## config.mk

```make
export PLATFORM = sky130hd
export DESIGN_NAME = chparam_prefetch
export DESIGN_NICKNAME = d
export VERILOG_FILES = /design/src/rtl/chparam_prefetch.sv
export SDC_FILE = /design/constraint.sdc
export NUM_CORES = 1
export LEC_CHECK = 0
export CORE_ASPECT_RATIO = 1.25
export CORE_MARGIN = 4
export CORE_UTILIZATION = 53
export CTS_CLUSTER_DIAMETER = 150
export DETAILED_ROUTE_END_ITERATION = 7
export HOLD_SLACK_MARGIN = 0.06
export PLACE_DENSITY = 0.8
export SLEW_MARGIN = 20
export SYNTH_ARGS = -nofsm -noshare
export SYNTH_HDL_FRONTEND = slang
export SYNTH_SLANG_ARGS = --single-unit
```

## constraint.sdc

```tcl
create_clock -name aclk -period 2.7 [get_ports aclk]
set_clock_uncertainty 0.2 [all_clocks]
set_input_delay 0.54 -clock aclk [delete_from_list [all_inputs] [get_ports aclk]]
set_output_delay 0.54 -clock aclk [all_outputs]
set_load 0.005 [all_outputs]
```

## src/rtl/chparam_prefetch.sv

```systemverilog
// rtl/chparam_prefetch.sv - per-channel bias/quant parameter prefetcher with ping-pong buffer
// Fetches NC (or one broadcast) bias/quant words per group while the consumer works on the other buffer.
module chparam_prefetch #(
  parameter int NC = 4,
  parameter int AW = 12
) (
  input  logic               aclk,
  input  logic               arst_n,
  input  logic               grp_req,
  input  logic [AW-1:0]      grp_ch,
  input  logic               pt_mode,
  output logic               grp_ack,
  input  logic               flush,
  output logic [31:0]        d_adr,
  output logic               d_re,
  input  logic               d_rdy,
  input  logic [31:0]        d_dr,
  output logic [31:0]        e_adr,
  output logic               e_re,
  input  logic               e_rdy,
  input  logic [31:0]        e_dr,
  output logic               prm_valid,
  output logic [NC*32-1:0]   prm_bias,
  output logic [NC*32-1:0]   prm_quant,
  input  logic               prm_release,
  output logic               busy
);

  localparam int IW = (NC > 1) ? $clog2(NC) : 1;

  typedef enum logic [1:0] {S_IDLE, S_ISSUE, S_LAST} state_t;

  state_t                    state_q, state_d;
  logic [IW-1:0]             idx_q, idx_d, last_idx;
  logic [AW-1:0]             base_q, base_d, ch_addr;
  logic                      mode_q, mode_d;
  logic                      wr_sel_q, wr_sel_d, rd_sel_q, rd_sel_d;
  logic [1:0]                full_q, full_d;
  logic [1:0][NC-1:0][31:0]  bias_q, bias_d, quant_q, quant_d;
  logic                      jr, accept, release_ok;

  assign jr         = d_rdy & e_rdy;
  assign accept     = arst_n & ~flush & grp_req & (state_q == S_IDLE) & ~full_q[wr_sel_q];
  assign release_ok = prm_release & full_q[rd_sel_q];
  assign last_idx   = mode_q ? '0 : IW'(NC - 1);
  assign ch_addr    = base_q + AW'(idx_q);

  always_ff @(posedge aclk) begin
    if (!arst_n) state_q <= S_IDLE;
    else         state_q <= state_d;
  end

  always_comb begin
    state_d = state_q;
    if (flush) begin
      state_d = S_IDLE;
    end else begin
      case (state_q)
        S_IDLE:  if (accept) state_d = S_ISSUE;
        S_ISSUE: if (jr && idx_q == last_idx) state_d = S_LAST;
        S_LAST:  if (jr) state_d = S_IDLE;
        default: state_d = S_IDLE;
      endcase
    end
  end

  always_comb begin
    grp_ack = accept;
    busy    = (state_q != S_IDLE);
    d_re    = busy;
    e_re    = busy;
    d_adr   = busy ? 32'({ch_addr, 2'b00}) : 32'd0;
    e_adr   = d_adr;
  end

  // Read data lags the address by one jr cycle, so ISSUE writes lane idx-1 and LAST writes lane idx.
  always_comb begin
    idx_d    = idx_q;
    base_d   = base_q;
    mode_d   = mode_q;
    wr_sel_d = wr_sel_q;
    rd_sel_d = rd_sel_q;
    full_d   = full_q;
    bias_d   = bias_q;
    quant_d  = quant_q;
    if (flush) begin
      full_d   = '0;
      wr_sel_d = 1'b0;
      rd_sel_d = 1'b0;
    end else begin
      if (release_ok) begin
        full_d[rd_sel_q] = 1'b0;
        rd_sel_d         = ~rd_sel_q;
      end
      case (state_q)
        S_IDLE: if (accept) begin
          base_d = grp_ch;
          mode_d = pt_mode;
          idx_d  = '0;
        end
        S_ISSUE: if (jr) begin
          if (idx_q != '0) begin
            bias_d[wr_sel_q][idx_q - IW'(1)]  = d_dr;
            quant_d[wr_sel_q][idx_q - IW'(1)] = e_dr;
          end
          if (idx_q != last_idx) idx_d = idx_q + IW'(1);
        end
        S_LAST: if (jr) begin
          for (int k = 0; k < NC; k++) begin
            if (mode_q || IW'(k) == idx_q) begin
              bias_d[wr_sel_q][k]  = d_dr;
              quant_d[wr_sel_q][k] = e_dr;
            end
          end
          full_d[wr_sel_q] = 1'b1;
          wr_sel_d         = ~wr_sel_q;
        end
        default: ;
      endcase
    end
  end

  always_ff @(posedge aclk) begin
    if (!arst_n) begin
      idx_q    <= '0;
      base_q   <= '0;
      mode_q   <= 1'b0;
      wr_sel_q <= 1'b0;
      rd_sel_q <= 1'b0;
      full_q   <= '0;
      bias_q   <= '0;
      quant_q  <= '0;
    end else begin
      idx_q    <= idx_d;
      base_q   <= base_d;
      mode_q   <= mode_d;
      wr_sel_q <= wr_sel_d;
      rd_sel_q <= rd_sel_d;
      full_q   <= full_d;
      bias_q   <= bias_d;
      quant_q  <= quant_d;
    end
  end

  assign prm_valid = full_q[rd_sel_q];
  assign prm_bias  = bias_q[rd_sel_q];
  assign prm_quant = quant_q[rd_sel_q];

endmodule

```

# == Word level (Yosys, flattened, before mapping) ==
# Index checks and enable logic that the tools add are counted.
# Widths: inputs -> output; s select.
# word_totals
ff_bits,533
latch_bits,0
ramBits,0
romBits,0
word_cells,161
n_memories,0
# classes
add_sub_neg,3
multipliers,0
div,0
magnitude_cmp,6
n_eq_ne,13
shifts,0
muxes,82
n_bitwise,14
reduce_logical,20
# ops
cell,count
$mux 256,32
$bwmux 256,10
$pmux 256 s2,2
$mux 128,6
$demux 128 s1,5
$mux 96,1
$demux 32 s2,1
$mux 32,2
$mux 64,1
$mux 2,11
$mux 14,1
$add 12x2->12,1
$ne 2x2->1 const B,6
$reduce_and 5->1,2
$reduce_bool 2->1,4
$and 1x1->1,6
$mux 1,6
$pmux 2 s3,1
$reduce_and 3->1,2
$not 1->1,5
$eq 2x2->1 const A,2
$logic_and 1x1->1,4
$logic_not 2->1,2
$logic_or 1x1->1,4
other kinds (18),21

# == Longest topological paths before layout ==
# Gate-level depths: netlist of run 1.
# logic_depth
ltp_word,23
depth_mapped,7

# == Worst setup path after synthesis of run 1 ==
# No wires, ideal clock.
# synth_path
path_kind,register -> output
from,reg idx_q[0]
to,out e_adr[10]
arrival_time_ns,1.692
required_time_ns,1.960
path_slack_ns,0.268
stages_incl_launch_ff,8
path_buffers,1
cell_sequence,dfxtp_1 ha_1 fa_1 and3_1 nand4_1 xor2_1 nor2_1 buf_4
# synth_via
elab_chain_cells,2
# synth_lines
item,line,text
start: declaration,34,"logic [IW-1:0] idx_q, idx_d, last_idx;"
start signal: assignment,134,idx_q <= idx_d;
$add 12x2->12,46,assign ch_addr = base_q + AW'(idx_q);
$mux 14,72,"d_adr = busy ? 32'({ch_addr, 2'b00}) : 32'd0;"
end: declaration,18,"output logic [31:0] e_adr,"
# Every way passes these cells.

# == Worst setup path after layout of run 1 ==
# layout_path
from,reg idx_q[1]
to,out e_adr[10]
# The elaborated chain is that of the path after synthesis.

==> results of run 1 <==
## logic make-up after synthesis
family / after synthesis / synth area share [%]
multiplexers: 783 / 34.62
buffers and inverters: 208 / 6.854
other: 1 / 0.01591
XOR/XNOR: 9 / 0.3345
AO/OA/AOI/OAI: 23 / 0.7433
adder cells (fa/ha/maj): 11 / 0.6158
AND/OR/NAND/NOR: 652 / 11.54
flip-flops: 533 / 45.27
## power groups by stage
stage | Sequential, µW | Clock (µW) | Combinational (µW)
floorplan | 8050 | 0 | 309
finish | 7870 | 7220 | 522
detailed placement | 8050 | 0 | 498
global route | 7870 | 7620 | 561
CTS | 7870 | 7270 | 506
global placement | 8050 | 0 | 484
## worst max-delay path: stages, from the launching register on
cell and delay, ns:
dfxtp_4 0.37, buf_6 0.12, fa_2 0.42, and3_4 0.17
nand4_1 0.11, xor2_1 0.16, nor2_1 0.08, buf_4 0.14
buf_6 0.10
## worst paths after layout
kind          startpoint            to  slack (ns)  cells after the start
min          quant_q[94]   quant_q[94]        0.25                      2
max             idx_q[1]     e_adr[10]       -0.29                      8
min reg2reg  quant_q[94]   quant_q[94]        0.25                      2
max reg2reg     idx_q[0]  quant_q[177]        0.08                      9
## cell type report
type                       count  area share, %
multi-input combinational   1518          38.66
inverter                       7        0.08366
tap                          572          2.279
timing repair buffer         588          19.56
clock buffer                  70          4.617
clock inverter                23         0.7330
sequential                   533          34.06
## cells in the final DEF (no fill, tap or decap), types with 4 or more instances in the layout
cell type        netlist  routed
bufinv_16              0       4
nor2_8                 8       8
dlymetal6s2s_1         0      71
buf_2                  1      23
o21ai_2                4       5
mux2_2               257     108
conb_1                 1      40
nor2b_1               16      15
mux2_4                 0     149
buf_8                  0      17
nand2_1              588     588
or4b_1                 4       4
dfxtp_1              533     523
dfxtp_2                0       4
mux2i_1              526     525
dfxtp_4                0       6
buf_12                30      40
buf_4                 54     100
inv_1                  7       6
clkdlybuf4s50_1        0      86
clkinv_2               0      14
a21oi_1                8       5
nor2_1                11       8
clkbuf_16              0      63
clkbuf_2               0     102
clkbuf_8               0       6
buf_6                 19     120
clkbuf_1              97      11
buf_16                 0      10
clkdlybuf4s15_1        0       6
nand4_1                4       4
xnor2_1                8       7
ha_1                  10       8
## registers in the layout, indices dropped and copies added (netlist names)
name      flops
mode_q        1
quant_q     256
wr_sel_q      1
full_q        2
bias_q      256
state_q       2
rd_sel_q      1
idx_q         2
base_q       12
## routing by layer
| layer | vias to the layer above | routed length, µm | global-route usage (%) |
|---|---|---|---|
| met5 | - | 0 | 0 |
| met2 | 576 | 36100 | 46.55 |
| li1 | 8368 | - | - |
| met4 | 0 | 2919 | 10.28 |
| met3 | 169 | 3875 | 4.841 |
| met1 | 8864 | 27490 | 30.39 |
## per-stage QoR
step                worst slack, ns  instances  power, µW
CTS                         -0.2864       3225      15650
finish                      -0.2919       3311      15610
global route                -0.3743       3311      16050
floorplan                    0.2682       2259       8362
global placement           -0.07505       3068       8537
detailed placement          -0.1096       3068       8551
## what timing repair did
item / CTS / global route
gates cloned: 7 / 11
buffers inserted: 59 / 84
resized for setup: 635 / 534
pin swaps: 25 / 20
setup endpoints to repair: 285 / 248
## cells in the mapped netlist (10+ instances only)
cell	n	area [µm²]
buf_12	30	600.6
buf_4	54	405.4
buf_6	19	214.0
clkbuf_1	97	364.1
dfxtp_1	533	10670
ha_1	10	125.1
mux2_2	257	2894
mux2i_1	526	5265
nand2_1	588	2207
nor2_1	11	41.29
nor2b_1	16	100.1
==> impl_results.md, run 1 <==
- Peak VDD IR: around 0.53 mV
- Ys flop type: dfxtp_1
- Initial Util: 53.55%
- HP Class: reg -> reg
- Ant diodes: 0
- Crit path max fanout: 3
- Area grow syn2layout: 33.27%
- Clk pwr share: between 40% and 50%
- Clk_lat worst skew: roughly 0.57 ns
- Chip height: 243.8 µm
- Hpwl dp: 41070 µm
- Unrepaired setup endpoints after global routing: yes
- Nets: 2793
- Rows: 86
- Static Leak: 0.01333 µW
- Die Area: 0.04793 mm²
- Max Buffers Root-to-Sink: 3
- # setup viols final: 174
- CTS Hold Buffers Added: 0
- Post-synth EDFFs: 0
- Arrival time worst endpoint: between 2 and 2.5 ns
- Io pins: 409
- Synth Warn #: 0
- Setup TNS: -15.70 ns
- DP Area: 0.02742 mm²
- Iteration-0 DRC Markers: 970
- First-pass GRT wire length: a little over 100000 µm
- Largest net degree at the start of global routing: ~180
- Pint: 12190 µW
- Post-Synthesis Cell Area: 0.02357 mm²
- Overflow after GRT: 0
- Psw: approximately 3400 µW
- Initial DRT Pass Iterations: 5
- Wirelength per Cell: between 20 and 25 µm
- Via count: 17980
- Period minus WS final: about 3 ns
- Die W: 196.6 µm
- Number of port buffers: between 300 and 400
- Worst relative slew slack: 43.80%
- Final hold violations: 0
- PwrDens: a little under 500 mW/mm²
- Least-Margin Pin Slew: approximately 0.84 ns
- GRT Overall Usage: approximately 26%
- FMAX: between 0.3 and 0.4 GHz
- Setup ws final: -0.2919 ns
- CTS Buf Count: 50
- Final Cycle Share: 110.8%
- H-tree depth: 2
- Core area: 0.04401 mm²
- Mapped Cells: roughly 2200
- CTS tree: done
- Reg power frac: about 50%
- Fillcell total: 2913
- CP endpoint kind: output port
- WHS: 0.2533 ns
- Post-DR vias/cell: 5.429
- Max cap viols: 0
- Crit path kind: reg -> out
- DRC: 0
- Final wirelength: 70390 µm
- Switching share of total power: between 20% and 30%
- Share of cells above drive strength 1: approximately 30%
- Post-synthesis register bit count: 533
- Status: complete, but fails checks
- ANT nets after route: 0
- Cell variety after synth: 41
- Clock root cell: clkbuf_16
- Multi-input gate area: 0.01214 mm²
- Asr flop ratio synth: 0%
- Post-synthesis sequential area ratio: 45.28%
- Fin area: 0.03141 mm²
- Critical Path RT: about 2 ns
- CP Launch Type: flip-flop
- Slew Viols, Final: 0
- Gate power share: under 10%
- Number of global-route vias before repair: 18400
- Avg Cell Area, Syn: 10.62 µm²
- Failing checks: setup timing
- Reg clk slew, reported paths: approximately 0.060 ns
- Initial antenna violation count: 0
- # clock sinks: between 500 and 600
- FF+latch area: 0.01070 mm²
- GP Congestion: slightly above 0.8
- Core Util, Final: 71.37%
(Power assumes the default switching activity.)
==> run 2, diff against run 1 <==
--- a/config.mk
+++ b/config.mk
@@ -5,6 +5,7 @@
 export SDC_FILE = /design/constraint.sdc
 export NUM_CORES = 1
 export LEC_CHECK = 0
+export CAP_MARGIN = 20
 export CORE_ASPECT_RATIO = 1.25
 export CORE_MARGIN = 4
 export CORE_UTILIZATION = 53
==> constraint.sdc (replaced) <==
create_clock -name aclk -period 2.7 [get_ports aclk]
set_clock_uncertainty 0.2 [all_clocks]
set_input_delay 0.405 -clock aclk [delete_from_list [all_inputs] [get_ports aclk]]
set_output_delay 0.405 -clock aclk [all_outputs]
set_load 0.005 [all_outputs]
==> impl_results.md, run 2 (same netlist as run 1, synthesis figures left out) <==
- Clk_lat worst skew: 0.57 ns
- H-tree depth: 2
- Worst relative slew slack: between 50% and 60%
- Wirelength per Cell: between 20 and 25 µm
- PwrDens: 521.9 mW/mm²
- Reg2Reg Setup Slack: 0.08 ns
- Top layer in use: met4
- Arrival time worst endpoint: 2.21 ns
- Share of cells above drive strength 1: between 20 and 30%
- Power Total: 15990 µW
- Ant diodes: 0
- Commonest non-fill, non-tap cell in the layout: nand2_1
- GRT Overall Usage: 25.58%
- Placed Cells: 3052
- Die W: between 150 and 200 µm
- Fin area: 0.03065 mm²
- Chip height: 243.8 µm
- Overflow after GRT: 0
- Least-Margin Pin Slew: 0.7248 ns
- Nets: between 2000 and 3000
- Core area: 0.04401 mm²
- CP Launch Type: flip-flop
- Critical-path cell list: ha_4 -> buf_6 -> a21oi_4 -> nor2b_1 -> xnor2_1 -> nor2_1 -> buf_4 -> dlygate4sd2_1
- Most frequent cells in the layout: 587 x nand2_1, 525 x mux2i_1, 520 x dfxtp_1
- Crit path kind: reg -> out
- Unrepaired setup endpoints after global routing: yes
- HP Class: in -> reg
- Fin cells: ~3300
- Final wirelength: between 60000 and 70000 µm
- Max Buffers Root-to-Sink: 3
- Peak VDD IR: a little under 0.5 mV
- Met2 routed WL: 34140 µm
- Setup TNS: -2.408 ns
- Largest regs: bias_q (256), quant_q (256), base_q (12)
- Number of global-route vias before repair: 18170
- Iteration-0 DRC Markers: 850
- WHS Path Cells: 4
- Place WS: -0.01315 ns
- Max cap viols: 0
- Final Cycle Share: 104.4%
- Area grow syn2layout: 30.04%
- Met1 wire length: 26360 µm
- Setup ws final: -0.1180 ns
- FMAX: 0.3549 GHz
- Hpwl dp: 40420 µm
- DP Area: around 0.027 mm²
- Initial Util: 53.55%
- ANT nets after route: 0
- CTS Buf Count: between 50 and 60
- Reg clk slew, reported paths: approximately 0.07 ns
- Largest net degree at the start of global routing: approximately 160
- Die Area: 0.04793 mm²
- Fillcell total: 3047
- CP max stage cell: dfxtp_4
- Clock root cell: clkbuf_16
- # setup viols final: 47
- CP endpoint kind: output port
- Final hold violations: 0
- CTS tree: done
- Via count: 17530
- Crit path max fanout: 4
- Rows: 86
- Static Leak: 0.01301 µW
- Period minus WS final: 2.818 ns
- Initial DRT Pass Iterations: 5
- Number of port buffers: between 300 and 400
- Slew Viols, Final: 0
- # clock sinks: 533
- Slowest stage delay, CP: about 0.36 ns
- Post-DR vias/cell: about 5.4
- First-pass GRT wire length: 99820 µm
- Initial antenna violation count: 0
- GP Congestion: 0.8193
- Status: complete, but fails checks
- DRC: 0
- Critical Path RT: around 2.1 ns
- Failing checks: setup timing
- Io pins: 409
- Register-to-Register Path Depth: 8
- Met3 WL post-DR: 3893 µm
-- run 2: power breakdown --
part	internal, µW	total, µW	switching (µW)
clock network	4560	7600	3050
logic	181	515	334
registers	7860	7870	12.2
-- run 2: final timing paths --
path	from	endpoint
max	idx_q[0]	d_adr[5]
min reg2reg	bias_q[227]	bias_q[227]
min	arst_n	bias_q[120]
max reg2reg	idx_q[0]	bias_q[89]
-- run 2: layout make-up --
cell class	instances	area (µm²)	area share, %
multi-input combinational	1518	11870	38.74
sequential	533	10710	34.94
timing repair buffer	539	5553	18.12
clock buffer	69	1466	4.785
tap	572	715.7	2.335
clock inverter	20	307.8	1.004
inverter	7	26.28	0.08574
-- run 2: metrics by stage --
stage          util (%)  hold WS (ns)
6_report          69.64        0.2087
2_1_floorplan         -        0.2313
4_1_cts           67.57        0.1812
5_1_grt           69.64        0.2258
3_3_place_gp      61.95        0.2380
3_5_place_dp      61.95        0.2438
-- run 2: metal layers --
metal | global-route usage [%] | vias to the layer above
met1 | 30.44 | 8609
met5 | 0 | -
met2 | 45.23 | 542
met4 | 10.44 | 0
li1 | - | 8248
met3 | 4.855 | 129
-- run 2: worst max-delay path: cells and delay by family, from the launching register on --
kind / cells / cell delay (ns)
compound gates: 1 / 0.23
xor+xnor: 1 / 0.13
fa+ha+maj: 1 / 0.16
buf+inv: 3 / 0.48
flops: 1 / 0.36
simple gates: 2 / 0.29
-- run 2: what timing repair did --
item                                   CTS  global route
endpoints found under the hold margin    5             0
gates cloned                             9            10
hold buffers                             1             0
pin swaps                               16            17
resized for setup                      373           423
setup buffers                           41            63
setup endpoints to repair              258           198
